<file path="src/rtl/rf_ctrl.sv">
// Register-file instruction controller: decodes NOP/CLR/MOV/LDI bytes and sequences
// register-file reads and one-hot writes, with an idle timeout while waiting for an immediate.
module rf_ctrl #(
  parameter int IMM_TIMEOUT = 16
) (
  input  logic       CLK,
  input  logic       RST_N,
  input  logic [7:0] INSTR,
  input  logic       INSTR_VALID,
  output logic       INSTR_READY,
  input  logic [7:0] RF_OUT,
  output logic [2:0] SEL,
  output logic [1:0] ADDR,
  output logic [7:0] DATA,
  output logic       BUSY,
  output logic       DONE,
  output logic       ERR
);

  localparam logic [2:0] IDLE  = 3'd0;
  localparam logic [2:0] IMM   = 3'd1;
  localparam logic [2:0] READ  = 3'd2;
  localparam logic [2:0] LATCH = 3'd3;
  localparam logic [2:0] WRITE = 3'd4;
  localparam logic [2:0] ABORT = 3'd5;

  localparam logic [1:0] OP_NOP = 2'b00;
  localparam logic [1:0] OP_CLR = 2'b01;
  localparam logic [1:0] OP_MOV = 2'b10;
  localparam logic [1:0] OP_LDI = 2'b11;

  localparam logic [8:0] TIMEOUT = 9'(IMM_TIMEOUT);

  logic [2:0] state;
  logic [7:0] cnt;
  logic [7:0] data_r;
  logic [1:0] dst_r;
  logic [1:0] src_r;
  logic       xfer;
  logic [8:0] cnt_inc;

  assign xfer    = INSTR_VALID && INSTR_READY;
  assign cnt_inc = {1'b0, cnt} + 9'd1;

  always_ff @(posedge CLK or negedge RST_N) begin
    if (!RST_N) begin
      state  <= IDLE;
      cnt    <= 8'd0;
      data_r <= 8'd0;
      dst_r  <= 2'd0;
      src_r  <= 2'd0;
    end else begin
      case (state)
        IDLE: begin
          if (xfer && INSTR[7:6] != OP_NOP) begin
            dst_r <= INSTR[5:4];
            src_r <= INSTR[3:2];
          end
          if (xfer) begin
            case (INSTR[7:6])
              OP_CLR: begin
                data_r <= 8'd0;
                state  <= WRITE;
              end
              OP_MOV: state <= READ;
              OP_LDI: begin
                cnt   <= 8'd0;
                state <= IMM;
              end
              default: state <= IDLE;
            endcase
          end
        end
        // An immediate arriving on the same edge the counter expires still wins.
        IMM: begin
          if (xfer) begin
            data_r <= INSTR;
            state  <= WRITE;
          end else begin
            cnt <= cnt_inc[7:0];
            if (cnt_inc == TIMEOUT) state <= ABORT;
          end
        end
        READ:  state <= LATCH;
        LATCH: begin
          data_r <= RF_OUT;
          state  <= WRITE;
        end
        WRITE:   state <= IDLE;
        ABORT:   state <= IDLE;
        default: state <= IDLE;
      endcase
    end
  end

  // Moore outputs; READY is also gated by reset so it drops the moment RST_N falls.
  always_comb begin
    INSTR_READY = RST_N && (state == IDLE || state == IMM);
    BUSY        = (state != IDLE);
    SEL         = 3'b000;
    ADDR        = 2'b00;
    DATA        = 8'h00;
    DONE        = 1'b0;
    ERR         = 1'b0;
    case (state)
      READ: ADDR = src_r;
      WRITE: begin
        DONE = 1'b1;
        DATA = data_r;
        if (dst_r == 2'd3) ERR = 1'b1;
        else               SEL = 3'b001 << dst_r;
      end
      ABORT: ERR = 1'b1;
      default: ;
    endcase
  end

endmodule

</file>
<file path="config.mk">
export PLATFORM = sky130hd
export DESIGN_NAME = rf_ctrl
export DESIGN_NICKNAME = d
export VERILOG_FILES = /design/src/rtl/rf_ctrl.sv
export SDC_FILE = /design/constraint.sdc
export NUM_CORES = 1
export LEC_CHECK = 0
export ABC_AREA = 1
export CORE_ASPECT_RATIO = 0.6
export CORE_UTILIZATION = 45
export DETAILED_ROUTE_END_ITERATION = 7
export GPL_ROUTABILITY_DRIVEN = 0
export GPL_TIMING_DRIVEN = 0
export PLACE_DENSITY = 0.73
export SLEW_MARGIN = 20
export SYNTH_ARGS = -nofsm -noshare
export SYNTH_HDL_FRONTEND = slang
export SYNTH_SLANG_ARGS = --single-unit
</file>
<file path="constraint.sdc">
create_clock -name CLK -period 3.5 [get_ports CLK]
set_clock_uncertainty 0.2 [all_clocks]
set_input_delay 0.525 -clock CLK [delete_from_list [all_inputs] [get_ports CLK]]
set_output_delay 0.525 -clock CLK [all_outputs]
set_load 0.02 [all_outputs]
</file>
# Word level (Yosys, flattened, before mapping)
# Index checks and enable logic that the tools add are counted.
[word_totals]
regBits = 23
out_inout_bits = 17
elab_cells = 56
[classes]
n_mux = 20
n_shift = 1
reduce_logical = 13
addsub = 1
eq_ne = 16
[op_table]
columns = ["cell", "n"]
rows = [
  ["2-to-1 mux 8 bit", 7],
  ["case mux 8 bit (3 select lines)", 1],
  ["case mux 8 bit (2 select lines)", 1],
  ["2-to-1 mux 3 bit", 5],
  ["case mux 3 bit (4 select lines)", 1],
  ["adder 8 x 1 -> 9 bit (second input constant)", 1],
  ["equality test 9 x 5 -> 1 bit (second input constant)", 1],
  ["case mux 3 bit (3 select lines)", 1],
  ["AND reduction 4 bit", 2],
  ["equality test 2 bit (second input constant)", 3],
  ["equality test 3 x 2 -> 1 bit (second input constant)", 2],
  ["equality test 3 bit (second input constant)", 2],
  ["inequality test 2 bit (second input constant)", 3],
  ["nonzero test 3 bit", 2],
  ["inequality test 2 x 1 -> 1 bit (second input constant)", 2],
  ["AND reduction 2 bit", 2],
  ["nonzero test 2 bit", 2],
  ["equality test 3 x 1 -> 1 bit (second input constant)", 1],
  ["logical AND 1 bit", 3],
  ["logical NOT 3 bit", 1],
  ["inequality test 3 bit (second input constant)", 1],
  ["<< shifter 1 x 2 -> 3 bit (first input constant)", 1],
  ["equality test 2 x 1 -> 1 bit (second input constant)", 1],
  ["2-to-1 mux 1 bit", 2],
  ["3 further kinds", 3],
]

# Logic depth before layout (Yosys ltp)
# Gate-level depths: netlist of the first run.
[depth]
ltp_word = 6
depth_mapped = 11
mapped_depth_nobuf = 11

# Worst setup path after synthesis of the first run
# Ideal clock, no wire load.
[synth_path]
kind = "flip-flop to output port"
startpoint = "reg state[1]"
endpoint = "out SEL[0]"
path_buffers = 2
stages_incl_launch_ff = 8
t_arrival_ns = 1.712
t_required_ns = 2.775
slack_ns = 1.063
path_cell_list = "dfrtp_1 > buf_6 > inv_8 > nand2_1 > nor2_1 > inv_1 > clkbuf_1 > nor3_1"
[synth_via]
elab_chain_cells = 2
[synth_lines]
columns = ["element", "line_no", "text"]
rows = [
  ["start, declared", "34", "logic [2:0] state;"],
  ["start signal, assigned", "47", "state <= IDLE;"],
  ["start signal, assigned", "63", "state <= WRITE;"],
  ["start signal, assigned", "65", "OP_MOV: state <= READ;"],
  ["equality test 3 bit", "105", "case (state)"],
  ["2-to-1 mux 3 bit", "105", ""],
  ["end, declared", "12", "output logic [2:0] SEL,"],
]
# Every way passes these cells.

# Worst setup path in the final report of the first run
# Ends and elaborated chain as after synthesis.

==> run_results.csv, run 1 <==
group,metric,value,unit
status,outcome,"finished clean",
layout,layout.nets,260,
power,ir_worst_vdd,0.484,mV
floorplanning,start_util,49.8,%
floorplanning,core,3040,um^2
grt,antenna_found_initial,0,
route,drc,0,
placed_design,io_buffers,35,
critical_path,start_kind,"flip-flop",
placed_design,place_inst,276,
cts,post_cts_resized,0,
route,detail-route-antenna-nets,0,
timing,fin_crit_sh,83.9,%
logic_synthesis,avgSynthCellArea,7.61,um^2
floorplanning,io_pins,36,
cts,path_clk_slew,0.09,ns
logic_synthesis,synth_area_leader_cell,"dfrtp_1",
route,vias,1358,
power,power_leakage,0.893,nW
timing,hold_violations,0,
grt,grt_pass1_vias,1222,
logic_synthesis,netlist_area,1520,um^2
critical_path,rr_endpoint,"state[2]$_DFFE_PN0P_",
floorplanning,die_y,46.9,um
power,netSwitchingPower,0.000719,W
floorplanning,core.rowCount,15,
placed_design,hpwlAfterDp,2660,um
critical_path,end_kind,"primary output",
grt,grt_overflow_total,0,
cts,numCtsBuffers,3,
logic_synthesis,synth-seq-cells,23,
power,power.total,0.00151,W
logic_synthesis,ys_seq_area_share,38.0,%
logic_synthesis,synth_top_area_share,38.0,%
cts,ctsHoldBuffers,0,
logic_synthesis,synthCells,199,
critical_path,reg2reg_from,"cnt[0]$_DFFE_PN0P_",
grt,grt_pass1_wl,5930,um
critical_path,path_class,"reg2out",
timing,period_needed,2.94,ns
power,combPwrFrac,57.4,%
grt,grt_max_degree,26,
power,intPower,0.000795,W
job,cap_violations,0,
cts,cts-root-buf,"clkbuf_8",
critical_path,cp_data_arrival_time,2.21,ns
cts,cts_setup_buffers,0,
layout,area_growth_syn_to_layout,29.2,%
timing,tightestPinTransition,0.610,ns
timing,setup_viol,0,
cts,cts_num_sinks,23,
hold_path,hold_class,"in2async",
route,wl,3480,um
power,power.share.sequential,31.3,%
cts,clk_latency,0.27,ns
layout,antenna_cells,0,
critical_path,r2r_slack,1.62,ns
route,vias_per_cell,4.85,
layout,finalNonFillerCells,280,
floorplanning,die_width,76.9,um
critical_path,cp.required,2.77,ns
grt,grt_use_total,22.5,%
critical_path,cp_max_fo,10,
cts,htreeDepth,1,
timing,slew_viol_final,0,
cts,clock_path_buffers,2,
logic_synthesis,syn_nets,220,
power,powerDensity,773,nW/um^2
timing,grt_setup_unrepaired,"false",
power,clkPwrFrac,11.3,%
logic_synthesis,ys_types,28,
route,drt_pass1_iterations,4,
route,post_drt_wl_per_cell,12.4,um
logic_synthesis,synthTopCellsByArea,"dfrtp_1 38%, nand2_1 12%, inv_1 7.7%",
power,sw_frac_of_total,47.5,%
layout,finalCoreUtilization,64.4,%
critical_path,reg2reg_depth,10,
layout,final_layout_size_suffix_gt1_share,14.3,%
layout,final_common_cell,"nand2_1",
cts,cts_tree,"yes",
timing,slew_headroom,59.3,%
layout,fillCellCount,283,
floorplanning,dieArea,3610,um^2
route,drt-initial-drc-count,76,
layout,final_cell_mix,"50 x nand2_1, 34 x clkdlybuf4s50_1, 31 x inv_1",
logic_synthesis,synth_warnings,0,
timing,fmax,340,MHz
[Yosys cell counts (all sizes together)]
library cell / count
a211oi: 1
a21oi: 5
a31oi: 1
buf: 2
clkbuf: 1
dfrtp: 23
ha: 2
inv: 36
mux2i: 1
nand2: 56
nand3: 16
nand3b: 1
nand4: 3
nor2: 24
nor3: 4
o21ai: 22
o22ai: 1
[per-layer routing]
metal	routed length (um)	GRT usage, %
met1	1910	33.8
met2	1330	31.4
met3	203	6.21
met4	36	6.92
met5	0	0
[cell families (layout without fill, tap and decap cells)]
logic type | count (synthesis) | count (layout) | share of synthesized area [%]
AND/OR/NAND/NOR | 104 | 104 | 33.1
buffers and inverters | 39 | 78 | 12.1
AO/OA/AOI/OAI | 30 | 30 | 14.5
flip-flops | 23 | 23 | 38.0
adder cells (fa/ha/maj) | 2 | 2 | 1.65
multiplexers | 1 | 1 | 0.661
[power groups by stage]
stage          clock network (W)  registers (W)  logic [W]
6_report                0.000171       0.000474   0.000869
5_1_grt                 0.000184       0.000490   0.000973
4_1_cts                 0.000174       0.000472   0.000877
3_5_place_dp                   0       0.000479   0.000870
3_3_place_gp                   0       0.000473   0.000863
2_1_floorplan                  0       0.000456   0.000650
[layout make-up]
cell class | count | area [um^2] | share of cell area [%]
buffer | 3 | 35.0 | 1.79
clock buffer | 4 | 45.0 | 2.30
inverter | 36 | 148 | 7.54
multi-input combinational | 137 | 757 | 38.7
sequential | 23 | 576 | 29.4
tap | 42 | 52.6 | 2.68
timing repair buffer | 35 | 345 | 17.6
[sequential cells by signal, summed over array words and instances (netlist names)]
register / cells
src_r: 2
state: 3
cnt: 8
dst_r: 2
data_r: 8
[per-stage QoR]
step / setup WS [ns] / instance area (um^2) / setup TNS, ns / hold WS (ns)
5_1_grt: 0.421 / 1960 / 0 / 0.0878
3_3_place_gp: -0.117 / 1920 / -0.117 / 0.301
6_report: 0.562 / 1960 / 0 / 0.0568
4_1_cts: 0.569 / 1960 / 0 / 0.0711
3_5_place_dp: 0.808 / 1910 / 0 / 0.308
2_1_floorplan: 1.06 / 1520 / 0 / 0.0294
[how the worst max path moves through the flow]
stage | from | to | depth (start not counted)
after CTS | state[1]$_DFFE_PN0P_ | SEL[0] | 8
after detailed placement | RST_N | INSTR_READY | 4
after global placement | RST_N | INSTR_READY | 4
final | state[1]$_DFFE_PN0P_ | SEL[0] | 8
after global routing | state[1]$_DFFE_PN0P_ | SEL[1] | 8
after floorplan | state[1]$_DFFE_PN0P_ | SEL[0] | 7
[critical path, stage by stage, from the launching register on]
cell	delay (ns)
dfrtp_1	0.38
buf_6	0.15
inv_8	0.07
nand2_1	0.06
nor2_1	0.12
inv_1	0.07
clkbuf_1	0.24
nor3_1	0.21
clkdlybuf4s50_1	0.63
Note: power is estimated with default switching activity, not from simulation.
==> run 2: changes to the inputs <==
==> constraint.sdc (replaced) <==
create_clock -name CLK -period 2.93 [get_ports CLK]
set_clock_uncertainty 0.2 [all_clocks]
set_input_delay 0.4395 -clock CLK [delete_from_list [all_inputs] [get_ports CLK]]
set_output_delay 0.4395 -clock CLK [all_outputs]
set_load 0.02 [all_outputs]
==> run_results.csv, run 2 (synthesized netlist as in run 1, its figures left out) <==
group,metric,value,unit
critical_path,r2r_slack,1.05,ns
floorplanning,start_util,49.8,%
hold_path,min-delay-start,"data_r[0]$_DFFE_PN0P_",
critical_path,cp_max_fo,10,
critical_path,worst-path-stages,8,
timing,tightestPinTransition,0.502,ns
route,detail-route-antenna-nets,0,
placed_design,io_buffers,35,
layout,final_cell_mix,"50 x nand2_1, 32 x clkdlybuf4s50_1, 31 x inv_1",
timing,fin_hold_ws,0.324,ns
cts,clk_latency,0.27,ns
critical_path,critical-path-max-stage-delay,0.61,ns
hold_path,min_to,"data_r[0]$_DFFE_PN0P_",
status,outcome,"finished clean",
timing,grt_setup_unrepaired,"false",
timing,hold_violations,0,
critical_path,reg2reg_depth,10,
floorplanning,die_y,46.9,um
job,cap_violations,0,
timing,setup_viol,0,
timing,slew_headroom,66.6,%
critical_path,cp.required,2.29,ns
cts,htreeDepth,1,
placed_design,hpwlAfterDp,2660,um
grt,antenna_found_initial,0,
layout,final_layout_size_suffix_gt1_share,14.6,%
route,vias_per_cell,4.82,
layout,layout.nets,262,
grt,grt_overflow_total,0,
timing,fin_crit_sh,95.1,%
grt,grt_use_total,23.0,%
critical_path,crit_slowest_cell,"clkdlybuf4s50_1",
cts,cts_tree,"yes",
route,vias,1360,
timing,fmax,359,MHz
critical_path,start_kind,"flip-flop",
timing,period_needed,2.79,ns
critical_path,reg2reg_from,"cnt[0]$_DFFE_PN0P_",
grt,grt_max_degree,24,
cts,clock_path_buffers,2,
critical_path,path_common_cell,"nor2_1",
grt,grt_pass1_wl,6030,um
cts,numCtsBuffers,3,
critical_path,cp_data_arrival_time,2.15,ns
critical_path,crit_family,"buffers and inverters",
hold_path,hold-path-cell-count,2,
layout,largest_registers,"cnt: 8 flops, data_r: 8 flops, state: 3 flops",
floorplanning,io_pins,36,
cts,path_clk_slew,0.09,ns
hold_path,hold_class,"reg2reg",
power,ir_worst_vdd,0.585,mV
critical_path,rr_endpoint,"state[2]$_DFFE_PN0P_",
floorplanning,core,3040,um^2
critical_path,end_kind,"primary output",
layout,antenna_cells,0,
layout,finalCoreUtilization,65.6,%
power,power_leakage,0.943,nW
route,drt_pass1_iterations,4,
layout,final_area,1990,um^2
timing,setup_ws,0.145,ns
placed_design,post_dp_cell_area,1910,um^2
cts,cts_num_sinks,23,
timing,slew_viol_final,0,
route,drt-initial-drc-count,71,
route,drc,0,
floorplanning,die_width,76.9,um
floorplanning,dieArea,3610,um^2
grt,grt_pass1_vias,1238,
power,powerDensity,910,nW/um^2
floorplanning,core.rowCount,15,
route,post_drt_wl_per_cell,12.5,um
layout,area_growth_syn_to_layout,31.5,%
critical_path,cp_num_buf_inv,5,
cts,cts-root-buf,"clkbuf_8",
route,wl,3530,um
layout,final_common_cell,"nand2_1",
cts,cts_setup_buffers,0,
critical_path,path_class,"reg2out",
placed_design,dp_slack,0.407,ns
critical_path,path_cells,"buf_6, inv_8, nand2_1, nor2_1, inv_1, clkbuf_1, nor2_1, clkdlybuf4s50_1",
## run 2: cell types whose count changed in the layout (fill, tap and decap cells not counted), sizes merged
cell	delta
clkdlybuf4s50	-2
dlymetal6s2s	+2
buf	+1
dlygate4sd3	+1
## run 2: routing by layer
layer	vias to the layer above	part of all wire (%)	global-route usage, %
met5	-	0	0
met3	5	6.9	6.21
li1	710	-	-
met1	605	53	34.5
met4	0	1.0	6.92
met2	40	39	32.0
## run 2: worst reg2reg max path, stage by stage (launching register included)
cell,delay [ns]
dfrtp_1,0.46
ha_1,0.26
nand3_1,0.13
o21ai_0,0.26
nand2_1,0.08
inv_1,0.06
nor2_1,0.04
nand2_1,0.06
nand2_1,0.07
nand2_1,0.09
nor2_1,0.05
## run 2: worst max path at each step
stage | slack (ns) | startpoint | endpoint
2_1_floorplan | 0.58 | state[1]$_DFFE_PN0P_ | SEL[0]
3_3_place_gp | -0.52 | RST_N | INSTR_READY
3_5_place_dp | 0.41 | state[1]$_DFFE_PN0P_ | SEL[0]
4_1_cts | 0.08 | state[1]$_DFFE_PN0P_ | SEL[0]
5_1_grt | 0.005 | state[1]$_DFFE_PN0P_ | DATA[0]
6_report | 0.14 | state[1]$_DFFE_PN0P_ | DATA[0]
## run 2: layout make-up
| cell class | instances | area [um^2] |
|---|---|---|
| inverter | 36 | 148 |
| fill | 280 | 1050 |
| tap | 42 | 52.6 |
| clock buffer | 4 | 45.0 |
| multi-input combinational | 137 | 757 |
| sequential | 23 | 576 |
| buffer | 3 | 35.0 |
| timing repair buffer | 37 | 380 |
## run 2: repair_timing
action	4_1_cts	5_1_grt
gates resized for setup	0	2
endpoints found under the hold margin	23	0
endpoints found under the setup margin	0	2
hold buffers	2	0
## run 2: where the power goes
group          internal, W  switching (W)
clock network    0.0000973       0.000106
logic             0.000400       0.000644
registers         0.000456       0.000111
total             0.000953       0.000861
## run 2: metrics by stage
| step | TNS (ns) | instances | total power (W) |
|---|---|---|---|
| 2_1_floorplan | 0 | 199 | 0.00132 |
| 3_3_place_gp | -3.81 | 276 | 0.00160 |
| 3_5_place_dp | 0 | 276 | 0.00161 |
| 4_1_cts | 0 | 282 | 0.00182 |
| 5_1_grt | 0 | 282 | 0.00197 |
| 6_report | 0 | 282 | 0.00181 |
==> run 3: changes to the inputs <==
--- a/config.mk
+++ b/config.mk
@@ -5,13 +5,13 @@
 export SDC_FILE = /design/constraint.sdc
 export NUM_CORES = 1
 export LEC_CHECK = 0
-export ABC_AREA = 1
 export CORE_ASPECT_RATIO = 0.6
 export CORE_UTILIZATION = 45
 export DETAILED_ROUTE_END_ITERATION = 7
 export GPL_ROUTABILITY_DRIVEN = 0
 export GPL_TIMING_DRIVEN = 0
-export PLACE_DENSITY = 0.73
+export PLACE_DENSITY = 0.75
+export RECOVER_POWER = 25
 export SLEW_MARGIN = 20
 export SYNTH_ARGS = -nofsm -noshare
 export SYNTH_HDL_FRONTEND = slang
==> run_results.csv, run 3 <==
group,metric,value,unit
layout,fillCellCount,225,
route,post_drt_wl_per_cell,15.8,um
timing,slew_headroom,55.6,%
route,detail-route-antenna-nets,0,
layout,antenna_cells,0,
power,power.share.sequential,40.2,%
logic_synthesis,synth_top_area_share,43.0,%
logic_synthesis,synth_common_cells,"23 x dfrtp_1, 15 x nand2_1, 13 x o21ai_0",
placed_design,place_inst,215,
cts,numCtsBuffers,3,
floorplanning,dieArea,3200,um^2
timing,fin_crit_sh,94.0,%
placed_design,hpwlAfterDp,2600,um
timing,setup_viol,0,
route,drt-initial-drc-count,71,
logic_synthesis,synth_edf_count,0,
timing,slew_viol_final,0,
critical_path,crit_start,"state[1]$_DFFE_PN0P_",
grt,grt_overflow_total,0,
critical_path,r2r_slack,0.97,ns
power,ir_worst_vdd,0.400,mV
logic_synthesis,synth_warnings,0,
logic_synthesis,avgSynthCellArea,9.55,um^2
logic_synthesis,synthCells,140,
cts,cts_num_sinks,23,
power,combPwrFrac,43.9,%
logic_synthesis,synth-seq-cells,23,
timing,hold_violations,0,
logic_synthesis,netlist_area,1340,um^2
power,clkPwrFrac,15.9,%
layout,area_growth_syn_to_layout,34.1,%
status,outcome,"finished clean",
critical_path,crit_slowest_cell,"clkdlybuf4s50_1",
logic_synthesis,synth.most_common_cell,"dfrtp_1",
critical_path,reg2reg_depth,6,
logic_synthesis,synthTopCellsByArea,"dfrtp_1 43%, o21ai_0 4.9%, a22oi_1 4.5%",
critical_path,critical-path-max-stage-delay,0.66,ns
logic_synthesis,synth_area_leader_cell,"dfrtp_1",
timing,grt_setup_unrepaired,"false",
logic_synthesis,synth_ff_type,"dfrtp_1",
timing,fmax,363,MHz
logic_synthesis,ys_seq_area_share,43.0,%
layout,finalNonFillerCells,219,
layout,layout.nets,201,
cts,htreeDepth,1,
grt,grt_max_degree,27,
critical_path,rr_endpoint,"cnt[6]$_DFFE_PN0P_",
power,power_leakage,0.722,nW
critical_path,crit_path_end,"SEL[1]",
grt,grt_use_total,23.2,%
floorplanning,io_pins,36,
floorplanning,start_util,50.2,%
timing,fin_hold_ws,0.0875,ns
route,drt_pass1_iterations,5,
cts,clock_path_buffers,2,
grt,grt_pass1_wl,5460,um
critical_path,end_kind,"primary output",
logic_synthesis,syn_nets,161,
critical_path,path_class,"reg2out",
critical_path,path_cells,"buf_6, or2b_1, nor4b_1, clkdlybuf4s50_1",
floorplanning,core.rowCount,14,
power,sw_frac_of_total,39.6,%
critical_path,start_kind,"flip-flop",
job,cap_violations,0,
route,vias_per_cell,5.74,
floorplanning,core,2660,um^2
route,vias,1257,
logic_synthesis,synth-async-reset-ratio,100,%
layout,largest_registers,"cnt: 8 flops, data_r: 8 flops, state: 3 flops",
power,intPower,0.000767,W
layout,final_common_cell,"clkdlybuf4s50_1",
floorplanning,die_width,72.4,um
power,netSwitchingPower,0.000503,W
floorplanning,die_y,44.2,um
cts,clk_latency,0.27,ns
grt,grt_pass1_vias,1139,
placed_design,io_buffers,35,
power,powerDensity,709,nW/um^2
hold_path,hold_class,"in2async",
layout,final_layout_size_suffix_gt1_share,11.7,%
route,drc,0,
cts,cts_tree,"yes",
logic_synthesis,ys_types,41,
critical_path,reg2reg_from,"state[1]$_DFFE_PN0P_",
critical_path,cp.required,2.29,ns
critical_path,cp_max_fo,10,
route,wl,3460,um
critical_path,cp_data_arrival_time,2.12,ns
timing,tightestPinTransition,0.665,ns
layout,final_cell_mix,"34 x clkdlybuf4s50_1, 23 x dfrtp_1, 15 x nand2_1",
grt,antenna_found_initial,0,
timing,period_needed,2.75,ns
cts,path_clk_slew,0.09,ns
cts,cts-root-buf,"clkbuf_8",
==> run 3: worst max-delay path, delay by kind of cell, from the launching register on <==
| kind | cells | cell delay [ns] |
|---|---|---|
| buffers and inverters | 2 | 0.81 |
| flip-flops | 1 | 0.41 |
| AND/OR/NAND/NOR | 2 | 0.63 |
==> run 3: timing repair <==
action,CTS,global route
resized for setup,4,1
hold buffers,0,0
setup buffers,0,0
setup endpoints to repair,30,1
==> run 3: layer usage <==
metal / global-route usage (%) / vias to the layer above / wire, um
li1: - / 595 / -
met1: 31.4 / 596 / 1530
met2: 37.6 / 64 / 1610
met3: 5.92 / 2 / 298
met4: 6.27 / 0 / 22
met5: 0 / - / 0
==> run 3: layout make-up <==
cell class	instances	area (um^2)	share of cell area, %
timing repair buffer	35	352	19.6
inverter	1	3.75	0.209
clock inverter	1	5.00	0.279
buffer	5	42.5	2.37
clock buffer	3	41.3	2.30
sequential	23	576	32.1
tap	40	50.0	2.79
multi-input combinational	111	723	40.3
==> run 3: worst min path at each step <==
| stage | cells past startpoint | start | to | slack [ns] |
|---|---|---|---|---|
| after floorplan | 0 | RST_N | cnt[0]$_DFFE_PN0P_ | -0.06 |
| after global placement | 2 | data_r[6]$_DFFE_PN0P_ | data_r[6]$_DFFE_PN0P_ | 0.26 |
| after detailed placement | 2 | data_r[5]$_DFFE_PN0P_ | data_r[5]$_DFFE_PN0P_ | 0.26 |
| after CTS | 1 | RST_N | cnt[7]$_DFFE_PN0P_ | 0.10 |
| after global routing | 1 | RST_N | cnt[1]$_DFFE_PN0P_ | 0.12 |
| final | 1 | RST_N | data_r[2]$_DFFE_PN0P_ | 0.09 |
==> run 3: cells by family after synthesis <==
group | share of synthesized area, %
mux | 3.37
simple gates | 29.9
flops | 43.0
buf+inv | 3.46
compound gates | 18.3
fa+ha+maj | 1.87
==> run 3: power groups by stage <==
stage               logic [W]  registers [W]  clock network (W)
finish               0.000557       0.000511           0.000202
global route         0.000614       0.000525           0.000218
CTS                  0.000557       0.000506           0.000205
detailed placement   0.000553       0.000511                  0
global placement     0.000533       0.000500                  0
floorplan            0.000380       0.000484                  0
==> run 3: per-stage QoR <==
stage | power (W) | cell area [um^2] | setup TNS (ns) | util [%] | worst slack, ns
2_1_floorplan | 0.000864 | 1340 | 0 | - | 0.751
3_3_place_gp | 0.00103 | 1740 | -9.19 | 65.3 | -0.468
3_5_place_dp | 0.00106 | 1740 | -10.89 | 65.3 | -0.574
4_1_cts | 0.00127 | 1790 | 0 | 67.2 | 0.100
5_1_grt | 0.00136 | 1790 | 0 | 67.3 | 0.0755
6_report | 0.00127 | 1790 | 0 | 67.3 | 0.175
